### config.mk
export PLATFORM = sky130hd
export DESIGN_NAME = mux2_arb_4b
export DESIGN_NICKNAME = d
export VERILOG_FILES = /design/src/rtl/mux2_arb_4b_pkg.sv /design/src/rtl/mux2_arb_4b_mux.sv /design/src/rtl/mux2_arb_4b.sv
export SDC_FILE = /design/constraint.sdc
export NUM_CORES = 1
export LEC_CHECK = 0
export ABC_AREA = 1
export CORE_MARGIN = 2
export CORE_UTILIZATION = 47
export CTS_CLUSTER_SIZE = 28
export DETAILED_ROUTE_END_ITERATION = 7
export PLACE_DENSITY = 0.84
export RECOVER_POWER = 50
export SETUP_SLACK_MARGIN = 0.02
export SYNTH_ARGS = -nofsm -noshare
export SYNTH_HDL_FRONTEND = slang
export SYNTH_SLANG_ARGS = --single-unit
### constraint.sdc
create_clock -name clk -period 2.3 [get_ports clk]
set_input_delay 0.345 -clock clk [delete_from_list [all_inputs] [get_ports clk]]
set_output_delay 0.345 -clock clk [all_outputs]
set_load 0.01 [all_outputs]
### src/rtl/mux2_arb_4b_pkg.sv
// Shared types and constants for the two-requester arbiter with a one-entry output buffer.
package mux2_arb_4b_pkg;

    localparam int DATA_W = 4;
    localparam int CNT_W  = 8;

    typedef enum logic [0:0] {
        EMPTY = 1'b0,
        FULL  = 1'b1
    } buf_state_t;

    // Saturating increment: the transfer counter sticks at all-ones instead of wrapping.
    function automatic logic [CNT_W-1:0] sat_inc(input logic [CNT_W-1:0] v);
        return (v == {CNT_W{1'b1}}) ? v : v + {{(CNT_W-1){1'b0}}, 1'b1};
    endfunction

endpackage

### src/rtl/mux2_arb_4b_mux.sv
// Gate-level 2:1 data mux, DATA_W bits wide: y = sel ? b : a.
module mux2_arb_4b_mux
    import mux2_arb_4b_pkg::*;
(
    input  logic [DATA_W-1:0] a,
    input  logic [DATA_W-1:0] b,
    input  logic              sel,
    output logic [DATA_W-1:0] y
);

    wire              sel_n;
    wire [DATA_W-1:0] a_term;
    wire [DATA_W-1:0] b_term;
    wire [DATA_W-1:0] y_w;

    not u_inv (sel_n, sel);

    genvar i;
    generate
        for (i = 0; i < DATA_W; i++) begin : g_bit
            and u_and_a (a_term[i], a[i], sel_n);
            and u_and_b (b_term[i], b[i], sel);
            or  u_or    (y_w[i], a_term[i], b_term[i]);
        end
    endgenerate

    assign y = y_w;

endmodule

### src/rtl/mux2_arb_4b.sv
// Two-requester arbiter feeding a one-entry output buffer, round-robin by default.
// Define MUX2_ARB_4B_FIXED_PRIO_EN to replace round-robin with fixed priority (requester 0 wins).
module mux2_arb_4b
    import mux2_arb_4b_pkg::*;
(
    input  logic              clk,
    input  logic              reset,
    input  logic              in0_val,
    input  logic [DATA_W-1:0] in0_data,
    output logic              in0_rdy,
    input  logic              in1_val,
    input  logic [DATA_W-1:0] in1_data,
    output logic              in1_rdy,
    output logic              out_val,
    output logic [DATA_W-1:0] out_data,
    output logic              out_src,
    input  logic              out_rdy,
    output logic [CNT_W-1:0]  xfer_cnt
);

    // Handshake: a transfer happens on any cycle where valid and ready are both 1.
    // Valid never waits on ready; ready here is combinational from the valids,
    // out_rdy, buffer state and priority pointer, never from the payload.

    buf_state_t        state;
    logic              buf_free;
    logic              grant0;
    logic              grant1;
    logic              xfer_in;
    logic [DATA_W-1:0] mux_data;

    // The buffer can accept when empty, or when full and draining this cycle.
    assign buf_free = (state == EMPTY) || out_rdy;

`ifdef MUX2_ARB_4B_FIXED_PRIO_EN
    assign grant0 = in0_val;
    assign grant1 = in1_val & ~in0_val;
`else
    // last_grant = 1 means requester 1 won most recently, so requester 0 wins contention.
    logic last_grant;

    assign grant0 = in0_val & (~in1_val |  last_grant);
    assign grant1 = in1_val & (~in0_val | ~last_grant);

    always_ff @(posedge clk) begin
        if (!reset) begin
            last_grant <= 1'b1;
        end else if (xfer_in) begin
            last_grant <= in1_rdy;
        end
    end
`endif

    assign in0_rdy = reset & buf_free & grant0;
    assign in1_rdy = reset & buf_free & grant1;
    assign xfer_in = in0_rdy | in1_rdy;

    mux2_arb_4b_mux u_mux (
        .a   (in0_data),
        .b   (in1_data),
        .sel (in1_rdy),
        .y   (mux_data)
    );

    always_ff @(posedge clk) begin
        if (!reset) begin
            state    <= EMPTY;
            out_data <= '0;
            out_src  <= 1'b0;
            xfer_cnt <= '0;
        end else if (xfer_in) begin
            state    <= FULL;
            out_data <= mux_data;
            out_src  <= in1_rdy;
            xfer_cnt <= sat_inc(xfer_cnt);
        end else if ((state == FULL) && out_rdy) begin
            state    <= EMPTY;
        end
    end

    assign out_val = (state == FULL);

endmodule

==> summary.md, run 1 <==
The worst path buffer plus inverter count came out at 3. Cell internal power was estimated by the tool at 0.422 mW. The total number of clock tree sinks was 15. The CTS root buffer is clkbuf_4.

In this run the static leakage power is 0.491 nW. Clock-pin slew was measured on the worst setup and hold paths at 100 ps. The count of buffers added on input and output ports is 28. The mean cell area of the mapped netlist works out to 6.82 um^2. TritonCTS built the clock tree. Derived from the worst setup path, the maximum achievable clock frequency is 480 MHz. The max-slew violation count was 0. The required time of the critical path is 1960 ps, and the post-synthesis instance total is 123. For the worst clock skew, the log shows 9.49 ps. In this run the remaining antenna-violating nets after routing total 0. The total grt overflow came out at 0. The floorplan has 15 rows.

The run finished with clean final reports. The area overhead of the layout relative to synthesis came out at 37.9%. The class of the worst hold path was register to register. The detailed router finished its first iteration with 2 violations. STA classifies the critical path startpoint as a primary input. The tools report the source-to-sink clock delay at the later pin of the worst-skew pair as 280 ps.

Cell type of the slowest stage on the worst timing path: clkdlybuf4s50_1. The pin slew with the least headroom to its limit was 649 ps; the area occupied by registers was 300 um^2. The worst reg2reg path startpoint is xfer_cnt[0].

The net switching power figure was 0.176 mW. Buffers inserted during clock tree synthesis total 3. The largest single stage delay on the critical path is 560 ps. The most critical setup path has its startpoint at out_rdy.

For the maximum number of buffers from clock root to sink, the log shows 2. The part of the cycle the worst path needs is 0.905, and the compound-gate portion of the synthesized area is 0.154. For the clock network fraction of design power, the log shows 0.250. The share of cells above drive strength 1 came out at 0.0779. The logs give 0.491 for the starting density of the core and 0 for the number of gates given a new drive strength after cts. The count of endpoints failing hold in the final timing report is 0, and the number of inserted diodes is 0. The share of power burned in registers is 0.495, and the simple-gate share of the synthesized area is 0.381. The logs give 732 for the number of global-route vias before repair and 0.872 for the placer's final routability congestion estimate. The relative slew slack is 0.567. In this run the most critical hold path is launched from out_data[0]. Measured along the y axis, the die boundary spans 46.2 um.

The layout has 154 filler cells. Max-cap violations in this run came to 0. After clock tree synthesis, the flow added hold-fix buffers numbering 0. The post-CTS setup buffer count is 0, and the synthesized-area fraction occupied by xor and xnor cells is 0.0104.

The die width works out to 46.2 um. Main combinational cell family by area after synthesis: simple AND/OR/NAND/NOR gates. The critical setup path kind is primary input to output pin. The tools report the netlist area before placement as 838 um^2. Setup repair after global routing left no endpoint under its margin. Synthesis produced a netlist with a net count of 137. In this run, synthesis produced a sequential element count of 15.

The H-tree depth was 1. Entering global routing, the biggest net connects 18 pins. Setup total negative slack on the finished layout was measured at 0 ps.

The number of nets in the final layout was 169; the total power per unit cell area was 517 nW/um^2. The mux cell area share after synthesis is 0. The yosys synthesis warning count was 0. The first global-routing pass estimated 2900 um of wire. For the core outline area, the log shows 1710 um^2. The top cell family by delay on the critical path is buffers and inverters. The detailed-routing iteration count for the pre-antenna-repair pass was 4; the combinational share of power was 0.255. The global routing usage summed across all routing layers is 0.191.

Number of top-level pins: 29. The critical path goes through clkdlybuf4s50_1 > inv_1 > nand2_2 > nand2_4 > nor2_2 > clkdlybuf4s50_1. The routed length per instance was 10.0 um. In this run, distinct cell masters in the synthesized netlist total 22.

By instance count, the cell type seen most on the critical path is clkdlybuf4s50_1. The share of synthesized area occupied by flip-flops and latches came out at 0.358. The multi-input combinational cells in the finished layout cover a total of 457 um^2. The maximum fanout encountered on the critical timing path came out at 7. The switching part of the total power came out at 0.294. The adder-cell area share of the yosys netlist came out at 0.0149. Counting I/O delays and the setup requirement, the final critical path takes 2080 ps. The initial antenna violation count came out at 0. The die covers 2140 um^2. In this run, placement finished with an instance count of 175. For this run, design rule violations remaining after detail routing come to 0.

Setup violations remaining at the end of the flow were counted as 0. After legalization and detailed placement, the total HPWL measured 1420 um. For the number of vias after detailed routing, the log shows 873. Element type at the critical path end: an output pin. Excluding fillers, the count of instances in the completed layout stands at 179.

The routed design has 1800 um of wire. The via count normalized by instance count is 4.88. The tools report the worst path arrival time as 1740 ps. Worst ir drop on vdd: 0.310 mV.
## cell families (layout without fill, tap and decap cells)
logic type                 count (synthesis)  after routing
and+or+nand+nor                           70             70
AOI/OAI and AO/OA                         20             20
buffers and inverters                     16             47
DFF                                       15             15
adders and majority gates                  1              1
xor gates and xnor gates                   1              1
## sequential cells by signal, summed over array words and instances, names as in the netlist
signal and flops:
last_grant 1, out_data 4, out_src 1, out_val 1
xfer_cnt 8
## cell usage after synthesis (all sizes together)
library cell,count,area [um^2]
nor2,18,80.1
a21boi,1,7.51
a21oi,11,66.3
inv,14,52.6
o211ai,1,7.51
nor3,1,5.00
nand4,1,6.26
xor2,1,8.76
o21ai,2,10.0
o21bai,5,37.5
dfxtp,15,300
nand3b,1,7.51
ha,1,12.5
nand2,38,165
nand3,11,55.1
buf,2,16.3
## cell usage in the layout (no fill, tap or decap)
| cell type | count |
|---|---|
| a21boi_0 | 1 |
| a21oi_1 | 10 |
| a21oi_2 | 1 |
| buf_4 | 1 |
| clkbuf_4 | 3 |
| clkdlybuf4s50_1 | 25 |
| clkinv_2 | 1 |
| dfxtp_1 | 15 |
| dlygate4sd3_1 | 3 |
| ha_1 | 1 |
| inv_1 | 14 |
| nand2_1 | 34 |
| nand2_2 | 2 |
| nand2_4 | 2 |
| nand3_1 | 11 |
| nand3b_1 | 1 |
| nand4_1 | 1 |
| nor2_1 | 16 |
| nor2_2 | 1 |
| nor2_4 | 1 |
| nor3_1 | 1 |
| o211ai_1 | 1 |
| o21ai_0 | 2 |
| o21bai_1 | 5 |
| xor2_1 | 1 |
## tightest hold or removal path, cell delays in order, from the launching register on
cell and delay (ps):
dfxtp_1 320, nand2_1 60, a21oi_1 60
## power by group through the flow
stage | sequential, mW | combinational (mW) | clock, mW
3_5_place_dp | 0.302 | 0.157 | 0
4_1_cts | 0.296 | 0.158 | 0.154
3_3_place_gp | 0.301 | 0.155 | 0
2_1_floorplan | 0.308 | 0.0781 | 0
5_1_grt | 0.299 | 0.169 | 0.168
6_report | 0.296 | 0.153 | 0.149
## layout make-up
cell class / count / area share
well taps: 25 / 0.0271
inverters: 14 / 0.0455
clock buffers: 3 / 0.0195
repair buffers: 29 / 0.249
flip-flops and latches: 15 / 0.260
multi-input cells: 92 / 0.395
clock inverters: 1 / 0.00433
## final timing paths
check | to | slack, ps | cells past startpoint
max | in0_rdy | 220 | 6
min | out_data[0] | 470 | 2
max reg2reg | xfer_cnt[1] | 800 | 6
min reg2reg | out_data[0] | 470 | 2
## stage by stage
stage | total power [mW] | util | hold WS (ps) | cell area (um^2) | worst slack (ps)
final | 0.598 | 0.677 | 471 | 1160 | 219
after global routing | 0.636 | 0.677 | 496 | 1160 | 131
after CTS | 0.608 | 0.684 | 479 | 1170 | 179
after global placement | 0.455 | 0.668 | 455 | 1140 | 188
after floorplan | 0.386 | - | 488 | 838 | 985
after detailed placement | 0.459 | 0.668 | 461 | 1140 | 189
## per-layer routing
metal	global-route usage	routed length [um]
met4	0.109	31
met1	0.229	809
met3	0.0627	118
met2	0.297	838
met5	0	0
(Power assumes the default switching activity.)
==> run 2, diff against run 1 <==
--- a/config.mk
+++ b/config.mk
@@ -16,3 +16,4 @@
 export SYNTH_ARGS = -nofsm -noshare
 export SYNTH_HDL_FRONTEND = slang
 export SYNTH_SLANG_ARGS = --single-unit
+export TNS_END_PERCENT = 5
==> results of run 2 <==
Final layout, timing and power as in run 1 (identical DEF).
